==> config.mk <==
export PLATFORM = sky130hd
export DESIGN_NAME = seq_alu
export DESIGN_NICKNAME = d
export VERILOG_FILES = /design/src/rtl/seq_alu.sv
export SDC_FILE = /design/constraint.sdc
export NUM_CORES = 1
export LEC_CHECK = 0
export CAP_MARGIN = 20
export CORE_ASPECT_RATIO = 1.4
export CORE_MARGIN = 2
export CORE_UTILIZATION = 31
export CTS_CLUSTER_DIAMETER = 40
export DETAILED_ROUTE_END_ITERATION = 6
export DONT_BUFFER_PORTS = 1
export PLACE_DENSITY = 0.57
export SLEW_MARGIN = 5
export SYNTH_ARGS = -nofsm -noshare
export SYNTH_HDL_FRONTEND = slang
export SYNTH_SLANG_ARGS = --single-unit
==> constraint.sdc <==
create_clock -name CLK -period 4.2 [get_ports CLK]
set_input_delay 0.84 -clock CLK [delete_from_list [all_inputs] [get_ports CLK]]
set_output_delay 0.84 -clock CLK [all_outputs]
set_load 0.02 [all_outputs]
==> src/rtl/seq_alu.sv <==
// rtl/seq_alu.sv - sequential ALU with accumulator, shift-add multiply and restoring divide
module seq_alu #(
  parameter int WIDTH = 8,
  parameter int CNT_W = $clog2(WIDTH) + 1
) (
  input  logic             CLK,
  input  logic             RST,
  input  logic             START,
  input  logic [2:0]       OP,
  input  logic [WIDTH-1:0] IN1,
  input  logic [WIDTH-1:0] IN2,
  input  logic             USE_ACC,
  output logic [WIDTH-1:0] OUT,
  output logic [WIDTH-1:0] OUT_HI,
  output logic             CAR,
  output logic             OVF,
  output logic             ERR,
  output logic             BUSY,
  output logic             DONE
);

  localparam logic [2:0] OP_NOP  = 3'b000;
  localparam logic [2:0] OP_ADD  = 3'b001;
  localparam logic [2:0] OP_SUB  = 3'b010;
  localparam logic [2:0] OP_MUL  = 3'b011;
  localparam logic [2:0] OP_DIV  = 3'b100;
  localparam logic [2:0] OP_MOD  = 3'b101;
  localparam logic [2:0] OP_LOAD = 3'b110;
  localparam logic [2:0] OP_CLR  = 3'b111;

  localparam logic [CNT_W-1:0] LAST_ITER = CNT_W'(WIDTH - 1);

  typedef enum logic [1:0] {S_IDLE, S_EXEC, S_ITER, S_FIN} state_t;

  state_t             state, state_nxt;
  logic [2:0]         op_r;
  logic [WIDTH-1:0]   a_r, b_r;
  logic [2*WIDTH-1:0] prod;
  logic [WIDTH-1:0]   rem, quo;
  logic [CNT_W-1:0]   cnt;

  logic [WIDTH-1:0]   op_a;
  logic               iter_op;
  logic [WIDTH:0]     add_sum, sub_sum;
  logic [WIDTH:0]     mul_acc;
  logic [2*WIDTH-1:0] mul_next;
  logic [WIDTH:0]     div_shift;
  logic               div_ge;
  logic [WIDTH-1:0]   div_diff;

  // Operand selection at acceptance and per-iteration datapath arithmetic
  always_comb begin
    op_a      = USE_ACC ? OUT : IN1;
    iter_op   = (OP == OP_MUL) || (((OP == OP_DIV) || (OP == OP_MOD)) && (IN2 != '0));
    add_sum   = {1'b0, a_r} + {1'b0, b_r};
    sub_sum   = {1'b0, a_r} + {1'b0, ~b_r} + (WIDTH+1)'(1);
    // Shift-add: add multiplicand into the high half when the multiplier LSB is set, then shift right
    mul_acc   = {1'b0, prod[2*WIDTH-1:WIDTH]} + (prod[0] ? {1'b0, a_r} : '0);
    mul_next  = {mul_acc, prod[WIDTH-1:1]};
    // Restoring division: shift next dividend bit into the remainder, subtract if it fits
    div_shift = {rem, quo[WIDTH-1]};
    div_ge    = div_shift >= {1'b0, b_r};
    div_diff  = div_shift[WIDTH-1:0] - b_r;
  end

  // State register
  always_ff @(posedge CLK) begin
    if (RST) state <= S_IDLE;
    else     state <= state_nxt;
  end

  // Next-state selection
  always_comb begin
    state_nxt = state;
    case (state)
      S_IDLE: if (START) state_nxt = iter_op ? S_ITER : S_EXEC;
      S_EXEC: state_nxt = S_IDLE;
      S_ITER: if (cnt == LAST_ITER) state_nxt = S_FIN;
      S_FIN:  state_nxt = S_IDLE;
      default: state_nxt = S_IDLE;
    endcase
  end

  // Operand capture, iteration registers, results and handshake outputs
  always_ff @(posedge CLK) begin
    if (RST) begin
      op_r   <= OP_NOP;
      a_r    <= '0;
      b_r    <= '0;
      prod   <= '0;
      rem    <= '0;
      quo    <= '0;
      cnt    <= '0;
      OUT    <= '0;
      OUT_HI <= '0;
      CAR    <= 1'b0;
      OVF    <= 1'b0;
      ERR    <= 1'b0;
      BUSY   <= 1'b0;
      DONE   <= 1'b0;
    end else begin
      DONE <= 1'b0;
      case (state)
        S_IDLE: begin
          if (START) begin
            op_r <= OP;
            a_r  <= op_a;
            b_r  <= IN2;
            prod <= {{WIDTH{1'b0}}, IN2};
            rem  <= '0;
            quo  <= op_a;
            cnt  <= '0;
            CAR  <= 1'b0;
            OVF  <= 1'b0;
            ERR  <= 1'b0;
            BUSY <= 1'b1;
          end
        end
        S_EXEC: begin
          case (op_r)
            OP_ADD: begin
              OUT <= add_sum[WIDTH-1:0];
              CAR <= add_sum[WIDTH];
              OVF <= (a_r[WIDTH-1] == b_r[WIDTH-1]) && (add_sum[WIDTH-1] != a_r[WIDTH-1]);
            end
            OP_SUB: begin
              OUT <= sub_sum[WIDTH-1:0];
              CAR <= sub_sum[WIDTH];
              OVF <= (a_r[WIDTH-1] != b_r[WIDTH-1]) && (sub_sum[WIDTH-1] != a_r[WIDTH-1]);
            end
            OP_LOAD: OUT <= a_r;
            OP_CLR:  OUT <= '0;
            OP_DIV, OP_MOD: begin
              OUT <= '0;
              ERR <= 1'b1;
            end
            default: OUT <= OUT;
          endcase
          OUT_HI <= '0;
          DONE   <= 1'b1;
          BUSY   <= 1'b0;
        end
        S_ITER: begin
          cnt <= cnt + CNT_W'(1);
          if (op_r == OP_MUL) begin
            prod <= mul_next;
          end else begin
            rem <= div_ge ? div_diff : div_shift[WIDTH-1:0];
            quo <= {quo[WIDTH-2:0], div_ge};
          end
        end
        S_FIN: begin
          if (op_r == OP_MUL) begin
            OUT    <= prod[WIDTH-1:0];
            OUT_HI <= prod[2*WIDTH-1:WIDTH];
            OVF    <= prod[2*WIDTH-1:WIDTH] != '0;
          end else begin
            OUT    <= (op_r == OP_MOD) ? rem : quo;
            OUT_HI <= '0;
          end
          DONE <= 1'b1;
          BUSY <= 1'b0;
        end
        default: BUSY <= 1'b0;
      endcase
    end
  end

endmodule
# Word-level counts from Yosys, hierarchy flattened
# Cells that the tools add are included.
dict set report totals {
  output_inout_bits 21
  elab_cells 110
  ff_bits 78
}
dict set report classes {
  n_addsub 6
  reduce_logical 26
  order_cmp 1
  n_mux 35
  n_eq_ne 26
  bitwise_logic 1
}
# operator count
set op_table {}
lappend op_table {{$mux W8} 10}
lappend op_table {{$pmux W8 S2} 4}
lappend op_table {{$mux W16} 2}
lappend op_table {{$pmux W16 S2} 1}
lappend op_table {{$pmux W8 S4} 1}
lappend op_table {{$add A8 B8 Y9} 3}
lappend op_table {{$eq A3 B3 Y1 const B} 6}
lappend op_table {{$reduce_bool A8 Y1} 2}
lappend op_table {{$reduce_and A3 Y1} 4}
lappend op_table {{$ne A2 B2 Y1 const B} 5}
lappend op_table {{$pmux W1 S2} 5}
lappend op_table {{$reduce_and A2 Y1} 5}
lappend op_table {{$add A9 B1 Y9 const B} 1}
lappend op_table {{$eq A3 B2 Y1 const B} 3}
lappend op_table {{$ge A9 B8 Y1} 1}
lappend op_table {{$not A8 Y8} 1}
lappend op_table {{$pmux W4 S2} 1}
lappend op_table {{$reduce_bool A2 Y1} 4}
lappend op_table {{$sub A8 B8 Y8} 1}
lappend op_table {{$mux W2} 3}
lappend op_table {{$pmux W2 S3} 1}
lappend op_table {{$mux W1} 5}
lappend op_table {{$ne A5 B2 Y1 const B} 1}
lappend op_table {{$add A4 B1 Y4 const B} 1}
lappend op_table {{17 further kinds} 24}

# Logic depth before layout (Yosys ltp)
# Gate-level depths: netlist (run 1).
dict set report depth {
  depth_word 7
  depth_mapped 10
  depth_no_buf 10
}

# Worst setup path after synthesis (run 1)
# OpenSTA, ideal clock, no wires.
dict set report synth_timing {
  path_kind {reg2reg}
  startpoint {reg b_r[1]}
  endpoint {reg OVF}
  setup_ps 77
  n_path_buf 0
  stages_incl_launch_ff 9
  setup_slack_ps 2043
  synth_period_minus_slack_ps 2157
  t_arrival_ps 2081
  required_ps 4123
  cell_sequence {dfxtp_1 inv_1 ha_1 nor2b_1 o31a_2 o22ai_1 xor2_1 or4_1 a41oi_2}
}
dict set report synth_via {
  elab_chain_len 7
}
# item line_no
set synth_rtl {}
lappend synth_rtl {{from (decl)} 37} ;# logic [WIDTH-1:0] a_r, b_r;
lappend synth_rtl {{from (signal assigned)} 89} ;# b_r <= '0;
lappend synth_rtl {{from (signal assigned)} 108} ;# b_r <= IN2;
lappend synth_rtl {{$not A8 Y8} 56} ;# sub_sum = {1'b0, a_r} + {1'b0, ~b_r} + (WIDTH+1)'(1);
lappend synth_rtl {{$add A8 B8 Y9} 56}
lappend synth_rtl {{$add A9 B1 Y9} 56}
lappend synth_rtl {{$ne A1 B1 Y1} 129} ;# OVF <= (a_r[WIDTH-1] != b_r[WIDTH-1]) && (sub_sum[WIDTH-1] != a_r[WIDTH-1]);
lappend synth_rtl {{$logic_and A1 B1 Y1} 129}
lappend synth_rtl {{$pmux W1 S2 (*)} 120} ;# case (op_r)
lappend synth_rtl {{$pmux W1 S3 (*)} 103} ;# case (state)
lappend synth_rtl {{to (signal assigned)} 124} ;# OVF <= (a_r[WIDTH-1] == b_r[WIDTH-1]) && (add_sum[WIDTH-1] != a_r[WIDTH-1]);
lappend synth_rtl {{to (signal assigned)} 129}
lappend synth_rtl {{to (decl)} 16} ;# output logic OVF,
# Every way passes the cells marked *; elsewhere a longest branch is shown, timed or not.
# A chain may end at the register's enable or synchronous reset.

# Worst setup path after layout (run 1)
dict set report layout_timing {
  startpoint {reg state[0]}
  endpoint {reg prod[15]}
}
dict set report layout_via {
  elab_chain_len 3
}
# item line_no
set layout_rtl {}
lappend layout_rtl {{from (decl)} 35} ;# state_t state, state_nxt;
lappend layout_rtl {{from (signal assigned)} 69} ;# else state <= state_nxt;
lappend layout_rtl {{$eq A2 B2 Y1 or $logic_not A2 Y1 (tied branches)} 103}
lappend layout_rtl {{$ne A2 B2 Y1 (no source line) or $reduce_bool A2 Y1 (tied branches)} --}
lappend layout_rtl {{$reduce_and A3 Y1 (no source line)} --}
lappend layout_rtl {{to (signal assigned)} 109} ;# prod <= {{WIDTH{1'b0}}, IN2};
lappend layout_rtl {{to (signal assigned)} 146} ;# prod <= mul_next;
lappend layout_rtl {{to (decl)} 38} ;# logic [2*WIDTH-1:0] prod;
# Several ways; a longest one is shown, not always the timed one.

==> results of run 1 <==
==> layer usage <==
layer | vias up | global-route usage (%)
met5 | - | 0
met4 | 0 | 10.74
met3 | 42 | 3.078
met2 | 154 | 33.25
met1 | 2271 | 20.76
li1 | 2280 | -
==> flip-flops by register name, indices dropped and copies added, names as in the netlist <==
register and flops:
state 2, op_r 3, quo 8, DONE 1
b_r 8, a_r 8, ERR 1, OVF 1
cnt 4, prod 16, BUSY 1, rem 8
OUT 8, OUT_HI 8, CAR 1
==> synthesized netlist by cell type, types with 2 or more instances <==
master,n
nand2_1,85
dfxtp_1,78
a21oi_1,66
nor2_1,50
ha_1,33
o21ai_0,32
inv_1,26
nor2b_1,18
clkbuf_1,17
nor3_1,15
a211oi_1,14
mux2i_1,13
nand2b_1,13
nand3_1,12
buf_2,10
o211ai_1,10
and2_1,9
o22ai_1,9
xnor2_1,9
a22o_1,8
a311oi_1,8
xor2_1,8
or4_1,7
o21bai_1,6
a31oi_1,5
o21a_1,5
o31ai_1,5
a211o_1,4
a221oi_1,4
fa_1,4
or2_2,4
buf_1,3
buf_4,3
nand3b_1,3
nand4_1,3
nor2_2,3
a2111oi_0,2
a21o_1,2
a221oi_2,2
a32oi_1,2
nand2_2,2
nor3b_1,2
nor4_1,2
o31a_1,2
==> cell families after synthesis <==
kind of cell / share of synthesized area [%]
DFF: 30.85
and+or+nand+nor: 22.57
adders and majority gates: 9.741
AOI/OAI and AO/OA: 26.40
buffers and inverters: 4.919
xor gates and xnor gates: 2.942
muxes: 2.571
==> tightest hold or removal path, delay by kind of cell, from the launching register on <==
| kind | cells | cell delay [ns] |
|---|---|---|
| AOI/OAI and AO/OA | 1 | 0.05 |
| DFF | 1 | 0.32 |
| and+or+nand+nor | 1 | 0.06 |
==> layout make-up <==
type | count | area (um2)
Fill cell | 1724 | 10610
Multi-Input combinational cell | 504 | 3253
Tap cell | 199 | 249.0
Sequential cell | 78 | 1562
Timing Repair Buffer | 3 | 22.52
Clock inverter | 7 | 82.58
Clock buffer | 9 | 225.2
Inverter | 27 | 101.3
==> power groups by stage <==
| stage | combinational [W] | sequential (W) | clock, W |
|---|---|---|---|
| 6_report | 0.000410 | 0.000853 | 0.000808 |
| 5_1_grt | 0.000453 | 0.000858 | 0.000847 |
| 4_1_cts | 0.000406 | 0.000852 | 0.000819 |
| 3_5_place_dp | 0.000403 | 0.000868 | 0 |
| 3_3_place_gp | 0.000396 | 0.000867 | 0 |
| 2_1_floorplan | 0.000339 | 0.000830 | 0 |
==> final timing paths <==
| check | startpoint | end | cells past startpoint |
|---|---|---|---|
| setup / recovery | state[0] | prod[15] | 6 |
| hold / removal | quo[6] | quo[6] | 2 |
| setup reg to reg | state[0] | prod[15] | 6 |
| hold reg to reg | quo[6] | quo[6] | 2 |
==> per-stage QoR <==
step,cells,worst slack [ns]
after floorplan,642,2.043
after global placement,811,1.598
after detailed placement,811,1.484
after CTS,827,1.457
after global routing,827,1.171
final,827,1.496
==> summary.txt, run 1 <==
Run status
  – Status: completed

Power and ir drop
  – Internal: 0.001407 W
  – Clk pwr share: 39.0%
  – Sw power: 0.0006643 W
  – Max VDD drop: 0.2197 mV
  – Post-layout power: 0.002071 W
  – Gate power share: 19.8%
  – Static Leak: 2.093 nW
  – Net Sw Frac: 32.08%
  – Sequential power share: 41.2%
  – Pwr per Cell Area: 376.8 nW/um2

Synthesis
  – Mapped Cells: 642
  – Dominant cells by area after synthesis: dfxtp_1 31%, ha_1 8.2%, a21oi_1 6.5%
  – Top_reg_cell synth: dfxtp_1
  – #FFs+latches synth: 78
  – EDFF count, synth: 0
  – Share of the synthesized area in the top cell type: 30.85%
  – Cell Area, Synth: 5061 um2
  – Number of distinct library cells after synthesis: 68
  – Ys async rst share: 0%
  – Post-Syn Nets: 702
  – Synth warn: 0
  – Avg Inst Size Synth: 7.883 um2
  – Leading area contributor after synthesis: dfxtp_1
  – Seq/Total Area, Yosys: 30.85%

Clocking
  – CTS max path bufs: 2
  – CTS tree: yes
  – CTS Root Buffer Type: clkbuf_16
  – Setup repair bufs after CTS: 0
  – Worst-skew pair later-pin latency: 0.35 ns
  – Clk pin slew, worst setup/hold paths: 0.06 ns
  – CTS sink count: 78
  – Htree depth: 3
  – CTS resizes: 0
  – CTS Hold Bufs: 0
  – CTS Buf Count: 9

Detailed routing
  – DRC Markers: 0
  – WL met3: 710 um
  – Iter 0 DRT Violations: 423
  – WL met1: 6341 um
  – Detail Route Antenna Nets: 0
  – Top routing layer used: met4
  – Routed vias/inst: 5.740
  – DR WL met2: 8418 um
  – Via count: 4747
  – Avg WL per Cell: 19.68 um
  – Detailed-router iteration count before antenna repair: 5
  – Drt total wl: 16280 um

Critical path
  – R2r setup slk: 1.50 ns
  – CP endpoint kind: register
  – Worst EP required: 4.48 ns
  – Crit-path max FO: 28
  – CP Launch Type: register
  – Setup CP Type: register to register
  – CP cell instances: nand2b_1 > buf_4 > nor3_1 > nor3_1 > a22oi_1 > o21ai_0
  – Slowest stage delay, CP: 1.03 ns
  – Crit-path leading delay family: simple AND/OR/NAND/NOR gates
  – Worst path bufs/invs: 1
  – CP dominant cell by count: nor3_1
  – Worst Path Arrival: 2.98 ns
  – Crit-path slowest cell: dfxtp_1

STA
  – Part of the cycle the worst path needs: 64.38%
  – Slew Limit Headroom: 28.51%
  – Fmax: 0.3698 GHz
  – Worst-Margin Slew: 1.071 ns
  – Worst clock skew: 0.007823 ns
  – Final slew viol count: 0
  – Final hold violation count: 0
  – Final setup TNS: 0 ns
  – Finish-stage setup viols: 0
  – WHS: 0.4731 ns
  – RSZ-0062 raised after global routing: no
  – Final min period: 2.704 ns

Flow run
  – Maxcap violations: 0

Floorplan
  – I/O Pins: 44
  – Num rows: 55
  – Core Box Area: 16100 um2
  – Die Wd: 112.0 um
  – Die area: 17380 um2
  – Die extent in y: 155.2 um
  – Initial core utilization: 31.43%

Final layout
  – ANT cells: 0
  – Fraction of layout cells with a size suffix above 1: 6.529%
  – Commonest non-fill, non-tap cell in the layout: nand2_1
  – Util after Layout: 34.13%
  – Nets: 683
  – Design Area, Final: 5495 um2
  – Area growth from synthesis to layout: 8.578%
  – Commonest cells after routing, fill and taps aside: 85 x nand2_1, 78 x dfxtp_1, 66 x a21oi_1

Placement
  – Dpl hpwl: 12530 um
  – Post-Place Cell Area: 5187 um2
  – GPL Wtd Cong: 0.9394
  – Port bufs: 0

GRT
  – Largest net degree at the start of global routing: 69
  – First-pass GRT wire length: 25230 um
  – GRT Resource Usage Total: 18.59%
  – Gr ovfl total: 0
  – Vias in the first global route: 4619
  – Initial antenna violation count: 0

Hold path
  – Type of the most critical hold path: register to register
No activity file was read; power rests on OpenSTA's default activity.
==> run 2: changes to the inputs <==
- clock period: 4.2 -> 2.5 ns (I/O delays scaled with it)
==> summary.txt, run 2 (synthesized netlist as in run 1, its figures left out) <==
Clocking
  – Setup repair bufs after CTS: 0
  – CTS max path bufs: 2
  – Worst-skew pair later-pin latency: 0.34 ns
  – CTS sink count: 78
  – CTS resizes: 0
  – CTS tree: yes
  – CTS Hold Bufs: 0
  – CTS Buf Count: 9
  – Clk pin slew, worst setup/hold paths: 0.06 ns
  – CTS Root Buffer Type: clkbuf_16
  – Htree depth: 3

GRT
  – Largest net degree at the start of global routing: 69
  – Initial antenna violation count: 0
  – Vias in the first global route: 4837
  – GRT Resource Usage Total: 19.31%
  – Gr ovfl total: 0
  – First-pass GRT wire length: 26250 um

Placement
  – DP Worst Slack: 0.2440 ns
  – Dpl hpwl: 12980 um
  – Placed cells: 837
  – GPL Wtd Cong: 0.9408
  – Port bufs: 0
  – Post-Place Cell Area: 5383 um2

Final layout
  – Biggest register: prod
  – Commonest non-fill, non-tap cell in the layout: nand2_1
  – ANT cells: 0
  – Nets: 709
  – Area growth from synthesis to layout: 12.71%
  – Filler Cell Count: 1747
  – Commonest cells after routing, fill and taps aside: 85 x nand2_1, 78 x dfxtp_1, 66 x a21oi_1
  – Fraction of layout cells with a size suffix above 1: 10.24%
  – Max reg flops: 16
  – Final cell count without fillers: 853
  – Design Area, Final: 5704 um2

STA
  – Worst clock skew: 0.004895 ns
  – Final min period: 2.276 ns
  – Final setup TNS: 0 ns
  – Final hold violation count: 0
  – Finish-stage setup viols: 0
  – Final slew viol count: 0
  – Worst-Margin Slew: 0.6800 ns
  – Fmax: 0.4393 GHz
  – Part of the cycle the worst path needs: 91.05%
  – RSZ-0062 raised after global routing: no
  – Slew Limit Headroom: 54.61%
  – Final WS setup: 0.2238 ns

Detailed routing
  – Routed vias/inst: 5.635
  – DRC Markers: 0
  – Detail Route Antenna Nets: 0
  – Iter 0 DRT Violations: 380
  – Drt total wl: 16490 um
  – Via count: 4807
  – Avg WL per Cell: 19.33 um
  – Detailed-router iteration count before antenna repair: 5

Floorplan
  – Die area: 17380 um2
  – Die extent in y: 155.2 um
  – I/O Pins: 44
  – Die Wd: 112.0 um
  – Core Box Area: 16100 um2
  – Initial core utilization: 31.43%
  – Num rows: 55

Power and ir drop
  – Pwr per Cell Area: 631.0 nW/um2
  – Static Leak: 2.240 nW
  – Post-layout power: 0.003599 W
  – Max VDD drop: 0.3186 mV

Critical path
  – CP endpoint kind: register
  – CP Launch Type: register
  – Crit-path max FO: 5
  – Worst Path Arrival: 2.54 ns
  – Worst EP required: 2.77 ns
  – Setup CP Type: register to register

Hold path
  – Type of the most critical hold path: input port to register

Flow run
  – Maxcap violations: 0

Run status
  – Status: completed
-- run 2: path summary, 6_finish.rpt --
path	slack, ns	startpoint	endpoint	cells after the start
setup / recovery	0.22	a_r[0]	OUT[6]	9
hold / removal	0.23	RST	a_r[4]	1
setup reg to reg	0.22	a_r[0]	OUT[6]	9
hold reg to reg	0.47	quo[6]	quo[6]	2
-- run 2: layout make-up --
cell class | instances | area (um2) | area share (%)
Clock inverter | 7 | 96.34 | 1.689
Inverter | 27 | 101.3 | 1.777
Sequential cell | 78 | 1562 | 27.37
Multi-Input combinational cell | 504 | 3253 | 57.03
Tap cell | 199 | 249.0 | 4.365
Clock buffer | 9 | 225.2 | 3.948
Timing Repair Buffer | 29 | 217.7 | 3.817
-- run 2: stage by stage --
step	hold WS [ns]	utilization (%)
6_report	0.2336	35.42
5_1_grt	0.2287	35.42
4_1_cts	0.2150	35.42
3_5_place_dp	0.4628	33.43
3_3_place_gp	0.4591	33.43
2_1_floorplan	0.4419	-
-- run 2: worst max-delay path, stage by stage (launching register included) --
cell and delay (ns):
dfxtp_1 0.40, inv_1 0.06, ha_1 0.22, fa_1 0.41, nor2b_1 0.14, o21ai_1 0.10
o211ai_1 0.30, xnor2_1 0.11, a221o_1 0.31, a31oi_1 0.15
-- run 2: per-layer routing --
| layer | vias up | wire (um) | track usage [%] |
|---|---|---|---|
| met5 | - | 0 | 0 |
| met4 | 0 | 865 | 11.50 |
| met2 | 115 | 8535 | 34.29 |
| met3 | 42 | 787 | 3.467 |
| li1 | 2333 | - | - |
| met1 | 2317 | 6296 | 21.44 |
-- run 2: power by group --
| group | switching, W | leakage, nW | internal (W) |
|---|---|---|---|
| clock network | 0.000551 | 0.160 | 0.000880 |
| registers | 0.000100 | 0.636 | 0.00131 |
| logic | 0.000455 | 1.44 | 0.000306 |
| total | 0.00111 | 2.24 | 0.00249 |
==> run 3: changes to the inputs <==
- CORE_UTILIZATION: 31 -> 40
- PLACE_DENSITY: 0.57 -> 0.66
==> summary.txt, run 3 (synthesized netlist as in run 1, its figures left out) <==
Floorplan
  – Num rows: 48
  – Die area: 13580 um2
  – Die extent in y: 137.1 um
  – I/O Pins: 44
  – Core Box Area: 12370 um2
  – Die Wd: 99.07 um
  – Initial core utilization: 40.91%

STA
  – Final min period: 2.263 ns
  – Finish-stage setup viols: 0
  – Final slew viol count: 0
  – Fmax: 0.4418 GHz
  – Slew Limit Headroom: 55.61%
  – RSZ-0062 raised after global routing: no
  – Worst-Margin Slew: 0.6608 ns
  – Part of the cycle the worst path needs: 90.54%
  – Final setup TNS: 0 ns
  – Final hold violation count: 0
  – Worst clock skew: 0.007120 ns

Critical path
  – R2r setup slk: 0.24 ns
  – Slowest stage delay, CP: 0.48 ns
  – CP Launch Type: register
  – RR Endpoint: OVF
  – CP cell instances: inv_1 > ha_1 > inv_1 > a221oi_1 > a31oi_2 > xnor2_1 > or4b_1 > a41oi_2
  – Reg2reg path depth: 8
  – Worst R2R Start: b_r[6]
  – Worst Path Arrival: 2.54 ns
  – Crit-path max FO: 6
  – CP endpoint kind: register
  – CP dominant cell by count: inv_1
  – Crit-path slowest cell: or4b_1
  – Worst EP required: 2.77 ns
  – Setup CP Type: register to register

Clocking
  – CTS Root Buffer Type: clkbuf_16
  – Htree depth: 3
  – CTS sink count: 78
  – Setup repair bufs after CTS: 0
  – CTS resizes: 0
  – CTS Buf Count: 9
  – Worst-skew pair later-pin latency: 0.35 ns
  – Clk pin slew, worst setup/hold paths: 0.06 ns
  – CTS Hold Bufs: 0
  – CTS tree: yes
  – CTS max path bufs: 2

Hold path
  – Worst hold endpoint: prod[0]
  – Hold Startpoint: RST
  – Worst hold path cell count: 1
  – Type of the most critical hold path: input port to register

GRT
  – Largest net degree at the start of global routing: 69
  – Gr ovfl total: 0
  – GRT Resource Usage Total: 23.92%
  – Vias in the first global route: 4599
  – First-pass GRT wire length: 25120 um
  – Initial antenna violation count: 0

Flow run
  – Maxcap violations: 0

Final layout
  – Commonest cells after routing, fill and taps aside: 85 x nand2_1, 78 x dfxtp_1, 66 x a21oi_1
  – Biggest register: prod
  – Max reg flops: 16
  – Area growth from synthesis to layout: 11.32%
  – Commonest non-fill, non-tap cell in the layout: nand2_1
  – Nets: 707
  – ANT cells: 0
  – Util after Layout: 45.54%
  – Fraction of layout cells with a size suffix above 1: 9.816%

Detailed routing
  – Detailed-router iteration count before antenna repair: 5
  – Via count: 4839
  – Detail Route Antenna Nets: 0
  – Routed vias/inst: 6.034
  – Drt total wl: 16050 um
  – Iter 0 DRT Violations: 343
  – DRC Markers: 0
  – Avg WL per Cell: 20.01 um

Run status
  – Status: completed

Power and ir drop
  – Pwr per Cell Area: 632.1 nW/um2
  – Static Leak: 2.225 nW
  – Max VDD drop: 0.4965 mV

Placement
  – GPL Wtd Cong: 0.9421
  – Dpl hpwl: 12380 um
  – Port bufs: 0
run 3: final cells by class:
cell class	count	area, um2
Clock buffer	10	229.0
Clock inverter	6	86.33
Fill cell	1223	6738
Inverter	27	101.3
Multi-Input combinational cell	504	3253
Sequential cell	78	1562
Tap cell	150	187.7
Timing Repair Buffer	27	215.2
run 3: worst max path at each step:
stage	end	slack [ns]	startpoint	cells past startpoint
global route	OUT[6]	0.07	a_r[0]	9
finish	OVF	0.24	b_r[6]	8
detailed placement	OVF	0.27	b_r[6]	8
CTS	OVF	0.25	b_r[6]	8
global placement	CAR	0.25	b_r[5]	8
floorplan	OVF	0.34	b_r[1]	8
run 3: critical path: cells and delay by family, from the launching register on:
| kind | cells | cell delay [ns] |
|---|---|---|
| compound gates | 3 | 0.59 |
| fa+ha+maj | 1 | 0.40 |
| simple gates | 1 | 0.48 |
| flops | 1 | 0.35 |
| xor+xnor | 1 | 0.14 |
| buf+inv | 2 | 0.23 |
run 3: per-layer routing:
metal / track usage, % / share of wire, % / vias up
met5: 0 / 0 / -
met4: 12.25 / 4.4 / 0
met2: 40.84 / 49 / 184
met1: 28.18 / 41 / 2307
li1: - / - / 2310
met3: 5.005 / 5.4 / 38
run 3: report_power, final:
group          internal (W)  switching (W)  total (W)
Clock              0.000872       0.000531    0.00140
Combinational      0.000306       0.000442   0.000748
Sequential          0.00131       0.000101    0.00141
run 3: metrics by stage:
| step | hold slack, ns | cells | total power (W) | cell area [um2] | setup WS (ns) |
|---|---|---|---|---|---|
| 2_1_floorplan | 0.4419 | 642 | 0.001963 | 5061 | 0.3427 |
| 6_report | 0.2366 | 802 | 0.003561 | 5634 | 0.2365 |
| 5_1_grt | 0.2222 | 802 | 0.003700 | 5634 | 0.06664 |
| 3_3_place_gp | 0.4477 | 786 | 0.002153 | 5319 | 0.2540 |
| 3_5_place_dp | 0.4565 | 786 | 0.002167 | 5319 | 0.2701 |
| 4_1_cts | 0.2259 | 802 | 0.003552 | 5634 | 0.2537 |
